## src/rtl/nway_trace_repository_datatypes_pkg.sv

```systemverilog
// Shared types for the trace repository active set: slot state encoding,
// slot record layout and default sizing.
package nway_trace_repository_datatypes;

    localparam int AS_DEPTH_DEFAULT = 4;
    localparam int AS_ADDR_W        = 32;
    localparam int AS_IDX_W         = 17;   // $clog2(131072) trace entries

    typedef enum logic [1:0] {
        MAKE_REQUEST        = 2'd0,
        WAIT_FOR_PROCESSING = 2'd1,
        REQUEST_RETIRED     = 2'd2
    } active_set_state_t;

    typedef struct packed {
        logic                  occupied;
        active_set_state_t     state;
        logic [AS_ADDR_W-1:0]  mem_addr;
        logic [AS_IDX_W-1:0]   trace_index;
        logic                  hit;
    } active_set_slot_t;

endpackage

```

## src/rtl/nway_active_set_scheduler.sv

```systemverilog
// In-order active set between the trace repository and the N-way cache:
// allocates slots, issues cache requests, collects responses, retires in order.
module nway_active_set_scheduler
    import nway_trace_repository_datatypes::*;
#(
    parameter int ACTIVE_SET_DEPTH  = AS_DEPTH_DEFAULT,
    parameter int DATA_ADDR_WIDTH   = AS_ADDR_W,
    parameter int TRACE_INDEX_WIDTH = AS_IDX_W,
    localparam int PTR_W = $clog2(ACTIVE_SET_DEPTH),
    localparam int OCC_W = $clog2(ACTIVE_SET_DEPTH + 1)
) (
    input  logic                         clk,
    input  logic                         rst_n,
    input  logic                         enq_valid,
    output logic                         enq_ready,
    input  logic [TRACE_INDEX_WIDTH-1:0] enq_trace_index,
    input  logic [DATA_ADDR_WIDTH-1:0]   enq_mem_addr,
    output logic                         cache_req,
    output logic [DATA_ADDR_WIDTH-1:0]   cache_addr,
    input  logic                         cache_gnt,
    input  logic                         cache_rvalid,
    input  logic                         cache_hit,
    output logic                         ret_valid,
    input  logic                         ret_ready,
    output logic [TRACE_INDEX_WIDTH-1:0] ret_trace_index,
    output logic                         ret_hit_miss,
    output logic [OCC_W-1:0]             occupancy
);

    active_set_slot_t   slots_q [ACTIVE_SET_DEPTH];
    logic [PTR_W-1:0]   wr_q, iss_q, rsp_q, rd_q;
    logic [OCC_W-1:0]   occ_q;
    logic               seen_gnt_q;

    logic enq_fire, gnt_fire, rsp_fire, ret_fire;

    // Ready comes straight from the registered count: a retire never frees
    // a slot for an enqueue in the same cycle.
    assign enq_ready = (occ_q < OCC_W'(ACTIVE_SET_DEPTH));
    assign enq_fire  = enq_valid & enq_ready;

    assign cache_req  = slots_q[iss_q].occupied & (slots_q[iss_q].state == MAKE_REQUEST);
    assign cache_addr = slots_q[iss_q].mem_addr;
    assign gnt_fire   = cache_req & cache_gnt;

    assign rsp_fire = cache_rvalid & slots_q[rsp_q].occupied
                    & (slots_q[rsp_q].state == WAIT_FOR_PROCESSING);

    assign ret_valid       = slots_q[rd_q].occupied & (slots_q[rd_q].state == REQUEST_RETIRED);
    assign ret_trace_index = slots_q[rd_q].trace_index;
    assign ret_hit_miss    = slots_q[rd_q].hit;
    assign ret_fire        = ret_valid & ret_ready;

    assign occupancy = occ_q;

    // The four events always land on distinct slots, so they update independently.
    always_ff @(posedge clk or negedge rst_n) begin
        if (!rst_n) begin
            for (int i = 0; i < ACTIVE_SET_DEPTH; i++) slots_q[i] <= '0;
        end else begin
            if (enq_fire) begin
                slots_q[wr_q].occupied    <= 1'b1;
                slots_q[wr_q].state       <= MAKE_REQUEST;
                slots_q[wr_q].mem_addr    <= enq_mem_addr;
                slots_q[wr_q].trace_index <= enq_trace_index;
                slots_q[wr_q].hit         <= 1'b0;
            end
            if (gnt_fire) slots_q[iss_q].state <= WAIT_FOR_PROCESSING;
            if (rsp_fire) begin
                slots_q[rsp_q].state <= REQUEST_RETIRED;
                slots_q[rsp_q].hit   <= cache_hit;
            end
            if (ret_fire) slots_q[rd_q].occupied <= 1'b0;
        end
    end

    always_ff @(posedge clk or negedge rst_n) begin
        if (!rst_n) begin
            wr_q       <= '0;
            iss_q      <= '0;
            rsp_q      <= '0;
            rd_q       <= '0;
            occ_q      <= '0;
            seen_gnt_q <= 1'b0;
        end else begin
            if (enq_fire) wr_q  <= wr_q  + PTR_W'(1);
            if (gnt_fire) iss_q <= iss_q + PTR_W'(1);
            if (rsp_fire) rsp_q <= rsp_q + PTR_W'(1);
            if (ret_fire) rd_q  <= rd_q  + PTR_W'(1);
            case ({enq_fire, ret_fire})
                2'b10:   occ_q <= occ_q + OCC_W'(1);
                2'b01:   occ_q <= occ_q - OCC_W'(1);
                default: occ_q <= occ_q;
            endcase
            seen_gnt_q <= seen_gnt_q | gnt_fire;
        end
    end

    // Responses left over from before a reset are dropped silently; once a
    // request has been granted, every response must match a waiting slot.
    a_rvalid_matches_wait: assert property (@(posedge clk) disable iff (!rst_n)
        (cache_rvalid && seen_gnt_q) |-> rsp_fire);

endmodule

```

## config.mk

```make
export PLATFORM = sky130hd
export DESIGN_NAME = nway_active_set_scheduler
export DESIGN_NICKNAME = d
export VERILOG_FILES = /design/src/rtl/nway_trace_repository_datatypes_pkg.sv /design/src/rtl/nway_active_set_scheduler.sv
export SDC_FILE = /design/constraint.sdc
export NUM_CORES = 1
export LEC_CHECK = 0
export CAP_MARGIN = 5
export CORE_AREA = 3 3 145 147
export DETAILED_ROUTE_END_ITERATION = 12
export DIE_AREA = 0 0 148 150
export PLACE_DENSITY = 0.74
export SLEW_MARGIN = 20
export SYNTH_ARGS = -nofsm -noshare
export SYNTH_HDL_FRONTEND = slang
export SYNTH_SLANG_ARGS = --single-unit
```

## constraint.sdc

```tcl
create_clock -name clk -period 2.45 [get_ports clk]
set_clock_uncertainty 0.15 [all_clocks]
set_input_delay 0.735 -clock clk [delete_from_list [all_inputs] [get_ports clk]]
set_output_delay 0.735 -clock clk [all_outputs]
set_load 0.05 [all_outputs]
```

# Word level (Yosys, flattened, before mapping)
# Cells that the tools add are included.
# totals
mem_bits_ro,0
ramBits,0
latchBits,0
reg_bits,223
memories,0
in_bits,56
# classes
n_bitwise,11
shift,0
muxes,41
add_sub_neg,6
eq_ne,4
n_lt_le_gt_ge,9
n_reduce_logical,6
multipliers,0
div_mod_pow,0
# op_table
operator,count
bitwise mux 212 bit,9
demux 53 bit (select 2 bit),9
two-way mux 212 bit,4
two-way mux 53 bit,8
binary-select mux 53 bit (select 2 bit),3
two-way mux 52 bit,3
two-way mux 50 bit,1
two-way mux 18 bit,1
">= comparator 3 bit, second input constant",4
"< comparator 3 x 1 -> 1 bit, second input constant",4
NOT 2 -> 3 bit,4
"adder 2 x 1 -> 2 bit, second input constant",4
AND 1 bit,7
one-hot mux 3 bit (2 select lines),1
"equality test 2 x 1 -> 1 bit, second input constant",2
"equality test 2 bit, second input constant",2
logical AND 1 bit,4
"adder 3 x 1 -> 3 bit, second input constant",1
"< comparator 3 bit, second input constant",1
"subtractor 3 x 1 -> 3 bit, second input constant",1
logical NOT 2 bit,1
two-way mux 1 bit,2
nonzero test 2 bit,1

# Logic depth before layout (Yosys ltp)
# depth
depth_word,18
ltp_mapped,9
depth_no_buf,9

# Least setup slack after synthesis
# Ideal clock, no wire load.
# synth_timing
kind,register to output
start,register rd_q[0]
end,output port ret_valid
slack_ps,-110
path_stages_with_launch,4
path_buffers,1
arrival_time_ps,1675
t_required_ps,1565
cell_sequence,dfrtp_1 -> buf_2 -> a31oi_1 -> mux2i_1
# synth_between
elab_chain_len,6
# synth_lines
item,line,text
from (decl),nway_active_set_scheduler.sv:31,"logic [PTR_W-1:0] wr_q, iss_q, rsp_q, rd_q;"
from (signal assigned),nway_active_set_scheduler.sv:89,if (ret_fire) rd_q <= rd_q + PTR_W'(1);
NOT 2 -> 3 bit (not written as such) *,nway_active_set_scheduler.sv:49,assign ret_valid = slots_q[rd_q].occupied & (slots_q[rd_q].state == REQUEST_RETIRED);
binary-select mux 53 bit (select 2 bit) *,nway_active_set_scheduler.sv:49,
two-way mux 53 bit * (2 in series),--,
equality test 2 bit,nway_active_set_scheduler.sv:49,
AND 1 bit *,nway_active_set_scheduler.sv:49,
to (decl),nway_active_set_scheduler.sv:23,"output logic ret_valid,"
# Every way passes the cells marked *; elsewhere a longest branch is shown, timed or not. The select of a mux whose other input is x is not followed.

# Worst setup path in the final report
# layout_timing
start,register iss_q[0]
end,output port cache_addr[25]
# layout_between
elab_chain_len,4
# layout_lines
item,line,text
from (decl),nway_active_set_scheduler.sv:31,
from (signal assigned),nway_active_set_scheduler.sv:87,if (gnt_fire) iss_q <= iss_q + PTR_W'(1);
NOT 2 -> 3 bit (not written as such),nway_active_set_scheduler.sv:43,assign cache_addr = slots_q[iss_q].mem_addr;
binary-select mux 53 bit (select 2 bit),nway_active_set_scheduler.sv:43,
two-way mux 53 bit (not written as such) (2 in series),nway_active_set_scheduler.sv:43,
to (decl),nway_active_set_scheduler.sv:19,"output logic [DATA_ADDR_WIDTH-1:0] cache_addr,"
# Every way passes these cells. The select of a mux whose other input is x is not followed.

==> impl_metrics.ini <==
[setup_path]
crit_arrival_ps = 1950
cp_common_cell = sky130_fd_sc_hd__buf_12
cp_num_buf_inv = 2
worstSetupPathType = reg2out
slowest_delay_ps = 570
cp_max_fo = 15
path_cells = buf_12 > mux4_2 > buf_12
slowest_cell_on_the_critical_path = sky130_fd_sc_hd__mux4_2
cpLargestDelayFamily = multiplexers
worst-endpoint-required_ps = 1560
startpoint_type = register
critical_path.endpoint_type = primary output

[layout]
layout.cells.most_common = sky130_fd_sc_hd__dfrtp_1
filler_cell_count = 1481
design_area_um2 = 12900
area_delta_synth_final_pct = 28.8
final_core_util = 0.646
antenna_cells_inserted = 0
post_route_cells_drive_above_1_share = 0.522
fin_cells = 1060
num-nets-final = 848
most-common-layout-cells = sky130_fd_sc_hd__dfrtp_1, sky130_fd_sc_hd__mux2_2, sky130_fd_sc_hd__clkdlybuf4s50_1

[synth]
synthXorXnorAreaFrac = 0.00610
yosys.cell_types.count = 38
cell_area_after_synthesis_um2 = 10000
synth.area.mux_share = 0.335
synth_async_sr_flop_share = 1.00
ys_dominant_reg_cell = sky130_fd_sc_hd__dfrtp_1
avgSynthCellArea_um2 = 16.1
yosys_register_bits = 223
synth_adder_area_share = 0.0232
synth_instances = 626
fraction_of_the_mapped_netlist_area_in_simple_logic_gates = 0.0261
synth_nets = 700
synthesis.yosys.warnings = 0
synth_top_family_by_area = multiplexers
yosysSeqAreaShare = 0.555
synth_compound_gate_area_share = 0.0290
synth-edff-count = 0

[placed_design]
place_area_um2 = 11800
gp_congestion = 0.795
buffer_ports.inserted = 111
hpwl_dp_um = 14900
post-place-cells = 1009

[sta]
setup_viol = 53
period_utilisation_layout = 1.16
layout_setup_ws_ps = -384
headroom_to_the_max_slew_limit = 0.671
slew_violations = 0
max_slew.worst_pin.slew_ps = 495
hold_viol_final = 0
rsz0062_at_grt = true
min_period_ps = 2830
highest_clock_rate_ghz = 0.353

[die]
core_area_um2 = 20000
core.rowCount = 52
die_w_um = 148
die_h_um = 150
dieArea_um2 = 22200
initial_core_util = 0.501
ios = 112

[global_routing]
grt.total_usage = 0.207
grt_max_degree = 56
antenna_found_initial = 0
grt_first_pass_wirelength_um = 36800
grt_pass1_vias = 6857
grt-ovfl-total = 0

[drt]
vias_per_cell = 5.64
num_vias = 5981
route.detailed.wl_per_inst_um = 21.6
final_antenna_net_count = 0
routed_wirelength_um = 22900
drt_iter0_markers = 224
remaining_drc_errors = 0
drt_pre_antenna_iters = 4

[clock_tree]
cts_htree_levels = 1
worstSkewPairLatency_ps = 520
root_buffer = sky130_fd_sc_hd__clkbuf_16
cts.sinks = 223
clk_path_buf_depth = 3
clkTransAtPathRegs_ps = 60
hold_buffers = 0
cts-buffers-inserted = 24
cts_tree = done

[run_status]
violations = negative setup slack
status = complete, but fails checks

[min_path]
hold_path.class = in2async

[job]
max_cap_viol_count = 0
## kinds of logic (layout without fill, tap and decap cells)
| logic type | after synthesis | in the layout |
|---|---|---|
| AO/OA/AOI/OAI | 35 | 35 |
| XOR/XNOR | 7 | 7 |
| adder cells (fa/ha/maj) | 18 | 18 |
| buffers and inverters | 54 | 218 |
| flip-flops | 223 | 223 |
| multiplexers | 249 | 249 |
| AND/OR/NAND/NOR | 40 | 40 |
## worst register-to-register path: cells and delay by family (launching register included)
| family | cells | cell delay [ps] |
|---|---|---|
| xor+xnor | 2 | 280 |
| buf+inv | 2 | 210 |
| simple gates | 2 | 400 |
| flops | 1 | 510 |
| fa+ha+maj | 2 | 560 |
| compound gates | 2 | 290 |
## cell type report
type                       instances  area, µm²  area share
sequential                       223       5580       0.431
multi-input combinational        349       4280       0.331
timing repair buffer             156       1850       0.143
clock buffer                      33        694      0.0537
tap                              270        338      0.0261
clock inverter                     9        114     0.00880
inverter                          20       75.1     0.00580
## path summary, 6_finish.rpt
check / end / cells past startpoint / slack (ps) / startpoint
worst min-delay path: async pin / 1 / 40 / rst_n
worst min register to register: register / 1 / 350 / register
min in group clk: register / 1 / 350 / register
max in group asynchronous: async pin / 2 / 1380 / rst_n
worst max-delay path: cache_addr[25] / 3 / -380 / iss_q[0]$_DFFE_PN0N_
worst max register to register: occupancy[2]$_DFFE_PN0P_ / 10 / -30 / rd_q[0]$_DFFE_PN0N_
## what timing repair did
item                                    CTS  global route
pin swaps                                 3             0
endpoints found under the setup margin   54            53
cloned                                    2             1
gates resized for setup                  53            11
setup buffers                             6             3
## layer usage
metal | GRT usage | wire, µm | vias up
met5 | 0 | 0 | -
met1 | 0.257 | 9160 | 3155
met4 | 0.0559 | 611 | 0
met2 | 0.376 | 12200 | 142
li1 | - | - | 2631
met3 | 0.0363 | 955 | 53
## cell usage after synthesis, types with 4 or more instances
library cell | number | area share
sky130_fd_sc_hd__ha_1 | 17 | 0.021
sky130_fd_sc_hd__buf_2 | 28 | 0.014
sky130_fd_sc_hd__dfrtp_1 | 223 | 0.56
sky130_fd_sc_hd__nand2_1 | 15 | 0.0056
sky130_fd_sc_hd__clkbuf_1 | 4 | 0.0015
sky130_fd_sc_hd__a21oi_1 | 9 | 0.0045
sky130_fd_sc_hd__o2bb2ai_1 | 4 | 0.0035
sky130_fd_sc_hd__inv_1 | 20 | 0.0075
sky130_fd_sc_hd__a2bb2oi_1 | 4 | 0.0035
sky130_fd_sc_hd__mux4_2 | 50 | 0.11
sky130_fd_sc_hd__nor3_1 | 5 | 0.0025
sky130_fd_sc_hd__o311a_1 | 4 | 0.0040
sky130_fd_sc_hd__and2_1 | 4 | 0.0025
sky130_fd_sc_hd__mux2_2 | 196 | 0.22
sky130_fd_sc_hd__xnor2_1 | 6 | 0.0052
## metrics by stage
step                      worst slack [ps]  hold slack (ps)  setup TNS, ps
final                                 -384             35.7         -18230
after global routing                  -438             53.8         -21190
after CTS                             -430             48.4         -19540
after detailed placement              -305              337          -7680
after global placement                -247              331          -6420
after floorplan                       53.4              289              0
Power is not shown: default switching activity piles up to over one toggle a cycle in this logic, so the estimate is an artifact.
